[config.mk]
export PLATFORM = sky130hd
export DESIGN_NAME = ex
export DESIGN_NICKNAME = d
export VERILOG_FILES = /design/src/rtl/ex_pkg.sv /design/src/rtl/ex_div.sv /design/src/rtl/ex.sv
export SDC_FILE = /design/constraint.sdc
export NUM_CORES = 1
export LEC_CHECK = 0
export ABC_AREA = 1
export CORE_ASPECT_RATIO = 1.25
export CORE_UTILIZATION = 49
export DETAILED_ROUTE_END_ITERATION = 7
export PLACE_DENSITY = 0.74
export RECOVER_POWER = 50
export SLEW_MARGIN = 20
export SYNTH_ARGS = -nofsm -noshare
export SYNTH_HDL_FRONTEND = slang
export SYNTH_SLANG_ARGS = --single-unit
[constraint.sdc]
create_clock -name clk -period 7.55 [get_ports clk]
set_clock_uncertainty 0.2 [all_clocks]
set_input_delay 1.51 -clock clk [delete_from_list [all_inputs] [get_ports clk]]
set_output_delay 1.51 -clock clk [all_outputs]
set_load 0.05 [all_outputs]
[src/rtl/ex_pkg.sv]
// Shared definitions for the EX stage: bus widths, stall encodings,
// SPECIAL-opcode function codes, the decoded ID->EX bus layout and
// small arithmetic helpers used by the ALU and the divider.
package ex_pkg;

    localparam int ID_TO_EX_WD  = 159;
    localparam int EX_TO_MEM_WD = 76;
    localparam int EX_TO_RF_WD  = 38;
    localparam int StallBus     = 6;

    localparam logic Stop   = 1'b1;
    localparam logic NoStop = 1'b0;

    localparam logic [5:0] FUNC_MFHI = 6'h10;
    localparam logic [5:0] FUNC_MTHI = 6'h11;
    localparam logic [5:0] FUNC_MFLO = 6'h12;
    localparam logic [5:0] FUNC_MTLO = 6'h13;
    localparam logic [5:0] FUNC_DIV  = 6'h1A;
    localparam logic [5:0] FUNC_DIVU = 6'h1B;

    // Field layout of the ID->EX bus, MSB first.
    typedef struct packed {
        logic [31:0] pc;
        logic [31:0] inst;
        logic [11:0] alu_op;
        logic [2:0]  sel_alu_src1;
        logic [3:0]  sel_alu_src2;
        logic        data_ram_en;
        logic [3:0]  data_ram_wen;
        logic        rf_we;
        logic [4:0]  rf_waddr;
        logic        sel_rf_res;
        logic [31:0] rdata1;
        logic [31:0] rdata2;
    } id_to_ex_t;

    function automatic logic [31:0] sext16(input logic [15:0] imm);
        return {{16{imm[15]}}, imm};
    endfunction

    // Magnitude of a value when treated as signed; raw value otherwise.
    function automatic logic [31:0] abs32(input logic [31:0] value, input logic is_signed);
        return (is_signed && value[31]) ? (~value + 32'd1) : value;
    endfunction

endpackage

[src/rtl/ex_div.sv]
// Iterative 32-cycle restoring divider used by the EX stage when EX_DIV_EN
// is defined. Works on operand magnitudes and fixes up signs in DONE;
// a zero divisor yields quotient all-ones and remainder = dividend.
module div
    import ex_pkg::*;
(
    input  logic        clk,
    input  logic        rst,
    input  logic        signed_flag,
    input  logic        start,
    input  logic [31:0] op1,
    input  logic [31:0] op2,
    output logic        busy,
    output logic        ready,
    output logic [31:0] quotient,
    output logic [31:0] remainder
);

    localparam logic [1:0] IDLE = 2'd0;
    localparam logic [1:0] RUN  = 2'd1;
    localparam logic [1:0] DONE = 2'd2;

    logic [1:0]  state;
    logic [4:0]  count;
    logic [63:0] acc;
    logic [31:0] divisor;
    logic [31:0] dividend_raw;
    logic        neg_q;
    logic        neg_r;
    logic        by_zero;
    logic [32:0] partial;
    logic [32:0] diff;
    logic [63:0] acc_step;

    // One shift-subtract step: remainder in acc[63:32], quotient in acc[31:0].
    always_comb begin
        partial  = acc[63:31];
        diff     = partial - {1'b0, divisor};
        acc_step = acc;
        if (!diff[32]) begin
            acc_step = {diff[31:0], acc[30:0], 1'b1};
        end else begin
            acc_step = {partial[31:0], acc[30:0], 1'b0};
        end
    end

    // Sequencer: IDLE -> RUN (32 steps) -> DONE -> IDLE.
    always_ff @(posedge clk) begin
        if (rst) begin
            state        <= IDLE;
            count        <= 5'd0;
            acc          <= 64'd0;
            divisor      <= 32'd0;
            dividend_raw <= 32'd0;
            neg_q        <= 1'b0;
            neg_r        <= 1'b0;
            by_zero      <= 1'b0;
        end else begin
            case (state)
                IDLE: begin
                    if (start) begin
                        acc          <= {32'd0, abs32(op1, signed_flag)};
                        divisor      <= abs32(op2, signed_flag);
                        dividend_raw <= op1;
                        neg_q        <= signed_flag & (op1[31] ^ op2[31]);
                        neg_r        <= signed_flag & op1[31];
                        by_zero      <= (op2 == 32'd0);
                        count        <= 5'd0;
                        state        <= RUN;
                    end
                end
                RUN: begin
                    acc   <= acc_step;
                    count <= count + 5'd1;
                    if (count == 5'd31) begin
                        state <= DONE;
                    end
                end
                DONE: begin
                    state <= IDLE;
                end
                default: begin
                    state <= IDLE;
                end
            endcase
        end
    end

    // Sign fix-up and divide-by-zero results, valid while ready is high.
    always_comb begin
        quotient  = neg_q ? (~acc[31:0] + 32'd1) : acc[31:0];
        remainder = neg_r ? (~acc[63:32] + 32'd1) : acc[63:32];
        if (by_zero) begin
            quotient  = 32'hFFFF_FFFF;
            remainder = dividend_raw;
        end
    end

    assign busy  = (state != IDLE);
    assign ready = (state == DONE);

endmodule

[src/rtl/ex.sv]
// EX stage of the five-stage MIPS pipeline: latches the ID->EX bus, runs the
// ALU, forms data-SRAM requests, owns HI/LO and drives EX->MEM and the EX->ID
// forwarding bus. Define EX_DIV_EN to compile in the iterative divider;
// without it div/divu finish in one cycle and clear HI/LO.
module ex #(
    parameter int ID_TO_EX_WD  = ex_pkg::ID_TO_EX_WD,
    parameter int EX_TO_MEM_WD = ex_pkg::EX_TO_MEM_WD,
    parameter int EX_TO_RF_WD  = ex_pkg::EX_TO_RF_WD
) (
    input  logic                         clk,
    input  logic                         rst,
    input  logic [ex_pkg::StallBus-1:0]  stall,
    input  logic [ID_TO_EX_WD-1:0]       id_to_ex_bus,
    output logic [EX_TO_MEM_WD-1:0]      ex_to_mem_bus,
    output logic [EX_TO_RF_WD-1:0]       ex_to_rf_bus,
    output logic                         data_sram_en,
    output logic [3:0]                   data_sram_wen,
    output logic [31:0]                  data_sram_addr,
    output logic [31:0]                  data_sram_wdata,
    output logic                         stallreq_for_ex
);
    import ex_pkg::*;

    logic [ID_TO_EX_WD-1:0] bus_reg;
    id_to_ex_t              f;
    logic [5:0]             opcode;
    logic [5:0]             func;
    logic                   is_special;
    logic                   is_mfhi;
    logic                   is_mflo;
    logic                   is_mthi;
    logic                   is_mtlo;
    logic                   is_div;
    logic [31:0]            src1;
    logic [31:0]            src2;
    logic [31:0]            alu_res;
    logic [31:0]            ex_result;
    logic [31:0]            hi;
    logic [31:0]            lo;
    logic                   unused_bits;

    // Pipeline register: bubble when ID stalls but EX moves, hold when EX stalls.
    always_ff @(posedge clk) begin
        if (rst) begin
            bus_reg <= '0;
        end else if (stall[2] == Stop && stall[3] == NoStop) begin
            bus_reg <= '0;
        end else if (stall[3] == NoStop) begin
            bus_reg <= id_to_ex_bus;
        end
    end

    assign f          = bus_reg;
    assign opcode     = f.inst[31:26];
    assign func       = f.inst[5:0];
    assign is_special = (opcode == 6'd0);
    assign is_mfhi    = is_special && (func == FUNC_MFHI);
    assign is_mflo    = is_special && (func == FUNC_MFLO);
    assign is_mthi    = is_special && (func == FUNC_MTHI);
    assign is_mtlo    = is_special && (func == FUNC_MTLO);
    assign is_div     = is_special && (func == FUNC_DIV || func == FUNC_DIVU);

    assign unused_bits = ^{stall[1:0], stall[StallBus-1:4], f.inst[25:16]};

    // Operand selection from the one-hot source selects.
    always_comb begin
        src1 = 32'd0;
        if (f.sel_alu_src1[0]) begin
            src1 = f.rdata1;
        end else if (f.sel_alu_src1[1]) begin
            src1 = f.pc;
        end else if (f.sel_alu_src1[2]) begin
            src1 = {27'd0, f.inst[10:6]};
        end

        src2 = 32'd0;
        if (f.sel_alu_src2[0]) begin
            src2 = f.rdata2;
        end else if (f.sel_alu_src2[1]) begin
            src2 = sext16(f.inst[15:0]);
        end else if (f.sel_alu_src2[2]) begin
            src2 = 32'd8;
        end else if (f.sel_alu_src2[3]) begin
            src2 = {16'd0, f.inst[15:0]};
        end
    end

    // ALU, one-hot op order {add, sub, slt, sltu, and, nor, or, xor, sll, srl, sra, lui}.
    always_comb begin
        alu_res = 32'd0;
        if (f.alu_op[11]) begin
            alu_res = src1 + src2;
        end else if (f.alu_op[10]) begin
            alu_res = src1 - src2;
        end else if (f.alu_op[9]) begin
            alu_res = {31'd0, $signed(src1) < $signed(src2)};
        end else if (f.alu_op[8]) begin
            alu_res = {31'd0, src1 < src2};
        end else if (f.alu_op[7]) begin
            alu_res = src1 & src2;
        end else if (f.alu_op[6]) begin
            alu_res = ~(src1 | src2);
        end else if (f.alu_op[5]) begin
            alu_res = src1 | src2;
        end else if (f.alu_op[4]) begin
            alu_res = src1 ^ src2;
        end else if (f.alu_op[3]) begin
            alu_res = src2 << src1[4:0];
        end else if (f.alu_op[2]) begin
            alu_res = src2 >> src1[4:0];
        end else if (f.alu_op[1]) begin
            alu_res = $unsigned($signed(src2) >>> src1[4:0]);
        end else if (f.alu_op[0]) begin
            alu_res = {src2[15:0], 16'd0};
        end
    end

    assign ex_result = is_mfhi ? hi : (is_mflo ? lo : alu_res);

`ifdef EX_DIV_EN
    logic        div_ready;
    logic        unused_div_busy;
    logic [31:0] div_quo;
    logic [31:0] div_rem;

    div u_div (
        .clk         (clk),
        .rst         (rst),
        .signed_flag (func == FUNC_DIV),
        .start       (is_div),
        .op1         (f.rdata1),
        .op2         (f.rdata2),
        .busy        (unused_div_busy),
        .ready       (div_ready),
        .quotient    (div_quo),
        .remainder   (div_rem)
    );

    assign stallreq_for_ex = is_div & ~div_ready;
`else
    assign stallreq_for_ex = 1'b0;
`endif

    // HI/LO: divider results on completion, otherwise mthi/mtlo when EX advances.
    always_ff @(posedge clk) begin
        if (rst) begin
            hi <= 32'd0;
            lo <= 32'd0;
        end
`ifdef EX_DIV_EN
        else if (div_ready) begin
            hi <= div_rem;
            lo <= div_quo;
        end
`endif
        else if (stall[3] == NoStop) begin
            if (is_mthi) begin
                hi <= f.rdata1;
            end
            if (is_mtlo) begin
                lo <= f.rdata1;
            end
`ifndef EX_DIV_EN
            if (is_div) begin
                hi <= 32'd0;
                lo <= 32'd0;
            end
`endif
        end
    end

    assign data_sram_en    = f.data_ram_en & ~stallreq_for_ex;
    assign data_sram_wen   = f.data_ram_wen & {4{~stallreq_for_ex}};
    assign data_sram_addr  = f.rdata1 + sext16(f.inst[15:0]);
    assign data_sram_wdata = f.rdata2;

    assign ex_to_mem_bus = {f.pc, f.data_ram_en, f.data_ram_wen, f.sel_rf_res,
                            f.rf_we, f.rf_waddr, ex_result};
    assign ex_to_rf_bus  = {f.rf_we, f.rf_waddr, ex_result};

endmodule

==> impl_results.md, run 1 <==
* Switching component of the power at 1.82 mW
* Proportion of power drawn by the clock network at 30.0%
* Relative area change from synthesis to final layout at 18.6%
* Maximum ir drop on the vdd rail at 239 µV
* Smallest hold slack at 267 ps
* Post-route non-filler standard cell count at 4364
* Router iterations before antenna repair at 8
* Most common cell after layout, fill and taps aside: sky130_fd_sc_hd__nand2_1
* Primary FF master, synth: sky130_fd_sc_hd__dfxtp_1
* Fraction of final layout cells with drive strength greater than 1 at 4.90%
* Pre-CTS setup slack at 1130 ps
* TritonCTS clock tree: done
* Core footprint at 43100 µm²
* Commonest cells after routing, fill and taps aside: sky130_fd_sc_hd__nand2_1, sky130_fd_sc_hd__a21oi_1, sky130_fd_sc_hd__inv_1
* Fraction of the yosys area taken by sequential cells at 20.0%
* Type of the worst setup path: reg2out
* Hold-fix buffers at CTS at 0
* Buffer type at the clock tree root: sky130_fd_sc_hd__clkbuf_16
* DRT iter0 DRCs at 2945
* Total internal power at 2.62 mW
* Initial core utilization at 49.6%
* H-tree lvl count at 1
* Minimum setup slack in the final design at 403 ps
* Inst Count DP at 4319
* Routed vias at 25100
* Pwr Density at 175 nW/µm²
* Switching part of the total power at 40.9%
* Routability congestion estimate from global placement at 1.07
* Synth Cell Area at 21300 µm²
* Highest clock rate at 0.140 GHz
* Number of gates resized after CTS at 0
* Maximum number of pins on one net before global-route repair at 99
* Vias in the first global route at 22900
* Remaining Overflow, GRT at 0
* Async set or reset register ratio after synthesis at 0%
* RSZ-0062 raised after global routing: false
* Flip-flop count of the largest register, all copies and words added at 149
* Horizontal extent of the die at 189 µm
* Count of flip-flops with a built-in enable after synthesis at 0
* Post-synthesis average cell area at 5.76 µm²
* Final-report setup violation count at 0
* Critical Path Sink Type: primary output
* IO Pins at 351
* Number of different library cells in the post-synthesis netlist at 55
* CP required at 5840 ps
* Drt total wl at 86100 µm
* Number of antenna violations at the first check in global routing at 1
* Total negative setup slack at 0 ps
* Violated checks: design-rule violations, max-capacitance violations, max-slew violations
* Total CTS buffers at 24
* Result of the run: finished with violations
* Total GRT Usage at 37.3%
* Total nets after synthesis at 4004
* Worst-Margin Slew at 2830 ps
* Type of origin of the critical path: flip-flop
* Total number of clock tree sinks at 213
* Die area at 44400 µm²
* NumNets Final at 4078
* Final clock period utilization by the worst path at 94.7%
* Die Height at 235 µm
* Number of core rows at 85
* Worst Path Max Fanout at 22
* Drt wl/cell at 19.7 µm
* Post-CTS setup buffer count at 0
* Clock slew at the register clock pins of the worst setup and hold paths at 60 ps
* Data arrival at the endpoint of the critical path at 5440 ps
* MaxCap Viol Count at 4
* Class of the worst hold path: reg2reg
* Number of routed nets with antenna violations at 0
* Clock Latency Late Sink at 550 ps
* Max Slew Vio Count at 236
* Seq cells post-synth at 213
* Hold violation total from the final report at 0
* Number of buffers inserted by port buffering at 335
* LEAKAGE at 12.2 nW
* Residual DRC at 2
* Gate count of the mapped netlist at 3706
* Sequential share of power at 27.3%
* Global-route wire length before repair at 130000 µm
* Placed wire-length estimate after detailed placement at 64700 µm
* Count of synthesis-stage warnings from yosys at 0
* Number of buffers on the longest clock path at 3
* Worst max-slew margin expressed relative to the limit at -88.9%
* Post-layout min period at 7150 ps
* Post-DR vias/cell at 5.76
* Proportion of power drawn by combinational gates at 42.7%
==> area by class of cell <==
class,instances,area [µm²]
Multi-Input combinational cell,2815,14000
Inverter,344,1290
Clock inverter,15,254
Fill cell,4439,17800
Sequential cell,213,4270
Timing Repair Buffer,382,4130
Clock buffer,29,639
Antenna cell,1,2.50
Tap cell,565,707
==> path summary, 6_finish.rpt <==
path	from	endpoint	slack, ps	cells past startpoint
hold reg to reg	bus_reg[125]	bus_reg[125]	270	2
hold / removal	bus_reg[125]	bus_reg[125]	270	2
setup reg to reg	bus_reg[121]	hi[29]	4090	6
setup / recovery	bus_reg[80]	ex_to_mem_bus[18]	400	27
==> power by group through the flow <==
stage,logic [mW],clock network (mW),registers [mW]
global route,2.01,1.39,1.22
floorplan,1.23,0,1.21
global placement,1.86,0,1.24
CTS,1.87,1.34,1.21
detailed placement,1.86,0,1.24
finish,1.89,1.33,1.21
==> worst max-delay path: stages, from the launching register on <==
cell	delay [ps]
sky130_fd_sc_hd__dfxtp_1	420
sky130_fd_sc_hd__a21oi_2	330
sky130_fd_sc_hd__nand2_2	320
sky130_fd_sc_hd__nand2_2	440
sky130_fd_sc_hd__ha_1	230
sky130_fd_sc_hd__inv_1	70
sky130_fd_sc_hd__fa_1	430
sky130_fd_sc_hd__nand2_1	100
sky130_fd_sc_hd__nand2_1	60
sky130_fd_sc_hd__nand2_1	60
sky130_fd_sc_hd__nand2_1	90
sky130_fd_sc_hd__nand2_1	70
sky130_fd_sc_hd__nand3_1	100
sky130_fd_sc_hd__nand2_1	100
sky130_fd_sc_hd__nand2_2	100
sky130_fd_sc_hd__a21oi_1	210
sky130_fd_sc_hd__inv_1	140
sky130_fd_sc_hd__nand2_1	80
sky130_fd_sc_hd__nand2_1	110
sky130_fd_sc_hd__a21boi_2	230
sky130_fd_sc_hd__xor2_1	180
sky130_fd_sc_hd__nand2_1	80
sky130_fd_sc_hd__nand2_1	60
sky130_fd_sc_hd__inv_1	50
sky130_fd_sc_hd__nand2_1	60
sky130_fd_sc_hd__nand2_1	60
sky130_fd_sc_hd__a21oi_1	490
sky130_fd_sc_hd__buf_12	220
==> metrics by stage <==
stage	total power, mW	utilization (%)	area, µm²
6_report	4.44	58.8	25300
5_1_grt	4.61	58.8	25300
4_1_cts	4.42	58.8	25300
3_5_place_dp	3.10	56.7	24400
3_3_place_gp	3.10	56.7	24400
2_1_floorplan	2.44	-	21300
==> synthesized netlist by cell type, types with 5 or more instances <==
library cell	instances	area, µm²
sky130_fd_sc_hd__buf_1	10	37.5
sky130_fd_sc_hd__xnor2_1	11	96.3
sky130_fd_sc_hd__nor4_1	8	50.1
sky130_fd_sc_hd__nand2_1	1176	4410
sky130_fd_sc_hd__o21ai_0	160	801
sky130_fd_sc_hd__nor2_1	219	822
sky130_fd_sc_hd__inv_2	14	52.6
sky130_fd_sc_hd__buf_4	127	953
sky130_fd_sc_hd__ha_1	128	1600
sky130_fd_sc_hd__nand4_1	18	113
sky130_fd_sc_hd__a211oi_1	23	173
sky130_fd_sc_hd__a22oi_1	27	203
sky130_fd_sc_hd__o21bai_1	10	75.1
sky130_fd_sc_hd__a21o_1	7	52.6
sky130_fd_sc_hd__inv_1	327	1230
sky130_fd_sc_hd__xor2_1	31	272
sky130_fd_sc_hd__a31oi_1	14	87.6
sky130_fd_sc_hd__o21ai_1	44	220
sky130_fd_sc_hd__nand3_1	317	1590
sky130_fd_sc_hd__a21oi_1	512	2560
sky130_fd_sc_hd__and3_1	5	31.3
sky130_fd_sc_hd__nor3_1	7	35.0
sky130_fd_sc_hd__dfxtp_1	213	4260
sky130_fd_sc_hd__or2_2	7	43.8
sky130_fd_sc_hd__nand2_2	5	31.3
sky130_fd_sc_hd__buf_2	44	220
sky130_fd_sc_hd__o211ai_1	40	300
sky130_fd_sc_hd__clkbuf_1	151	567
==> cells by family after synthesis <==
family                   share of synthesized area (%)
AO/OA/AOI/OAI                                     22.4
XOR/XNOR                                          1.72
adder cells (fa/ha/maj)                           7.78
buffers and inverters                             14.5
flip-flops                                        20.0
other                                           0.0176
AND/OR/NAND/NOR                                   33.7
==> per-layer routing <==
| metal | up-vias | wire [µm] | track usage [%] | part of all wire [%] |
|---|---|---|---|---|
| li1 | 12200 | - | - | - |
| met1 | 11400 | 33500 | 46.6 | 39 |
| met2 | 1339 | 39200 | 60.7 | 45 |
| met3 | 224 | 8150 | 6.11 | 9.5 |
| met4 | 0 | 5220 | 20.8 | 6.1 |
| met5 | - | 0 | 0 | 0 |
(Power assumes the default switching activity.)
==> run 2: changes to the inputs <==
Settings changed: MAX_ROUTING_LAYER from default to met4.
==> run 2 against run 1 <==
Sequential power is essentially flat. Routed wire length grew 4.9%. Critical path type unchanged. Worst hold slack lost 0.53 ps. The run still ends with design-rule violations, max-capacitance violations, max-slew violations left. Sequential share of layout area is essentially flat.
==> impl_results.md, run 2 (synthesis results as in run 1) <==
* Result of the run: finished with violations
* Violated checks: design-rule violations, max-capacitance violations, max-slew violations
* Clock slew at the register clock pins of the worst setup and hold paths at 70 ps (about the same)
* Class of the worst hold path: reg2reg
* Residual DRC at 2 (unchanged)
* Worst-Margin Slew at 3310 ps (+480 ps)
* Post-CTS setup buffer count at 0 (unchanged)
* Core footprint at 43100 µm² (unchanged)
* Worst Path Max Fanout at 29 (+32%)
* Data arrival at the endpoint of the critical path at 5540 ps (+100 ps)
* Flip-flop count of the largest register, all copies and words added at 149 (unchanged)
* Type of origin of the critical path: flip-flop
* Total GRT Usage at 40.6% (+3.3 points)
* Post-DR vias/cell at 5.76 (about the same)
* Placed wire-length estimate after detailed placement at 68700 µm (+6.3%)
* Total CTS buffers at 24 (unchanged)
* Maximum number of pins on one net before global-route repair at 95 (-4.0%)
* Global-route wire length before repair at 136000 µm (+4.7%)
* Relative area change from synthesis to final layout at 18.5% (about the same)
* Critical Path Sink Type: primary output
* Final-report setup violation count at 0 (unchanged)
* Final clock period utilization by the worst path at 96.1% (+1.4 points)
* Post-route non-filler standard cell count at 4370 (+0.14%)
* IO Pins at 351 (unchanged)
* Die area at 44400 µm² (unchanged)
* LEAKAGE at 12.2 nW (+0.16%)
* Number of buffers on the longest clock path at 3 (unchanged)
* Commonest cells after routing, fill and taps aside: sky130_fd_sc_hd__nand2_1, sky130_fd_sc_hd__a21oi_1, sky130_fd_sc_hd__inv_1
* Remaining Overflow, GRT at 0 (unchanged)
* Final total power at 4.39 mW (-0.94%)
* Initial core utilization at 49.6% (unchanged)
* Horizontal extent of the die at 189 µm (unchanged)
* Highest clock rate at 0.138 GHz (-1.5%)
* Max Slew Vio Count at 373 (+58%)
* Number of fill cells at 4465 (+0.59%)
* Routed vias at 25200 (+0.18%)
* RSZ-0062 raised after global routing: false
* Hold violation total from the final report at 0 (unchanged)
* Inst Count DP at 4325 (+0.14%)
* Hold-fix buffers at CTS at 0 (unchanged)
* Number of gates resized after CTS at 0 (unchanged)
* DRT iter0 DRCs at 2519 (-14%)
* TritonCTS clock tree: done
* Number of core rows at 85 (unchanged)
* NumNets Final at 4084 (+0.15%)
* Buffer type at the clock tree root: sky130_fd_sc_hd__clkbuf_16
* Die Height at 235 µm (unchanged)
* Clock Latency Late Sink at 560 ps (about the same)
* Number of buffers inserted by port buffering at 335 (unchanged)
* Maximum ir drop on the vdd rail at 179 µV (-25%)
* Total negative setup slack at 0 ps (unchanged)
* H-tree lvl count at 1 (unchanged)
* Number of routed nets with antenna violations at 0 (unchanged)
* Fraction of final layout cells with drive strength greater than 1 at 5.02% (+0.12 points)
* MaxCap Viol Count at 6 (+2)
* Worst max-slew margin expressed relative to the limit at -121% (-33 points)
* Post-layout min period at 7250 ps (+106 ps)
* Type of the worst setup path: reg2out
* Drt total wl at 90300 µm (+4.9%)
* Total number of clock tree sinks at 213 (unchanged)
* Number of antenna violations at the first check in global routing at 1 (unchanged)
* Pwr Density at 174 nW/µm² (-0.89%)
* Most common cell after layout, fill and taps aside: sky130_fd_sc_hd__nand2_1
* Drt wl/cell at 20.7 µm (+4.7%)
* Routability congestion estimate from global placement at 1.07 (-0.61%)
* CP required at 5840 ps (about the same)
* Router iterations before antenna repair at 8 (unchanged)
* Vias in the first global route at 23300 (+1.6%)
-- run 2: per-layer routing --
metal	up-vias	share of wire [%]	global-route usage [%]	routed length, µm
met3	231	8.6	5.49	7750
li1	12200	-	-	-
met2	1234	46	64.3	41200
met5	-	0	-	0
met4	0	6.1	21.5	5460
met1	11500	40	49.9	35800
-- run 2: final timing paths --
path                startpoint               end  slack (ps)  depth (start not counted)
setup / recovery   bus_reg[80]  ex_to_rf_bus[13]         300                         18
hold / removal    bus_reg[122]      bus_reg[122]         270                          2
setup reg to reg  bus_reg[121]            lo[16]        3630                          7
hold reg to reg   bus_reg[122]      bus_reg[122]         270                          2
-- run 2: area by class of cell --
cell class | instances | area [µm²] | share of cell area [%]
antenna | 1 | 2.50 | 0.00989
sequential | 213 | 4270 | 16.9
clock inverter | 12 | 160 | 0.633
tap | 565 | 707 | 2.79
timing repair buffer | 388 | 4190 | 16.6
clock buffer | 32 | 671 | 2.65
multi-input combinational | 2815 | 14000 | 55.4
inverter | 344 | 1290 | 5.11
-- run 2: metrics by stage --
stage	worst slack (ps)	util, %	hold slack [ps]	instance area, µm²
finish	297	58.8	267	25300
detailed placement	1120	56.9	260	24500
global placement	1150	56.9	253	24500
floorplan	1530	-	245	21300
global route	57.2	58.8	292	25300
CTS	503	58.8	269	25300
-- run 2: power breakdown --
part           internal, mW  switching [mW]  total (mW)
Combinational         0.645            1.27        1.92
Clock                 0.734           0.533        1.27
Sequential             1.16          0.0494        1.21
Total                  2.54            1.85        4.39
-- run 2: critical path: stages, from the launching register on --
cell	delay [ps]
sky130_fd_sc_hd__dfxtp_1	520
sky130_fd_sc_hd__buf_4	380
sky130_fd_sc_hd__nor2_2	80
sky130_fd_sc_hd__buf_4	230
sky130_fd_sc_hd__a22oi_1	470
sky130_fd_sc_hd__inv_1	130
sky130_fd_sc_hd__ha_1	470
sky130_fd_sc_hd__nand2_1	160
sky130_fd_sc_hd__nor2_1	250
sky130_fd_sc_hd__nand2_1	90
sky130_fd_sc_hd__o211ai_1	140
sky130_fd_sc_hd__a31oi_1	110
sky130_fd_sc_hd__o21ai_0	450
sky130_fd_sc_hd__a31oi_1	170
sky130_fd_sc_hd__or2_2	300
sky130_fd_sc_hd__a31oi_1	130
sky130_fd_sc_hd__nand2_1	90
sky130_fd_sc_hd__a21oi_1	580
sky130_fd_sc_hd__buf_12	220
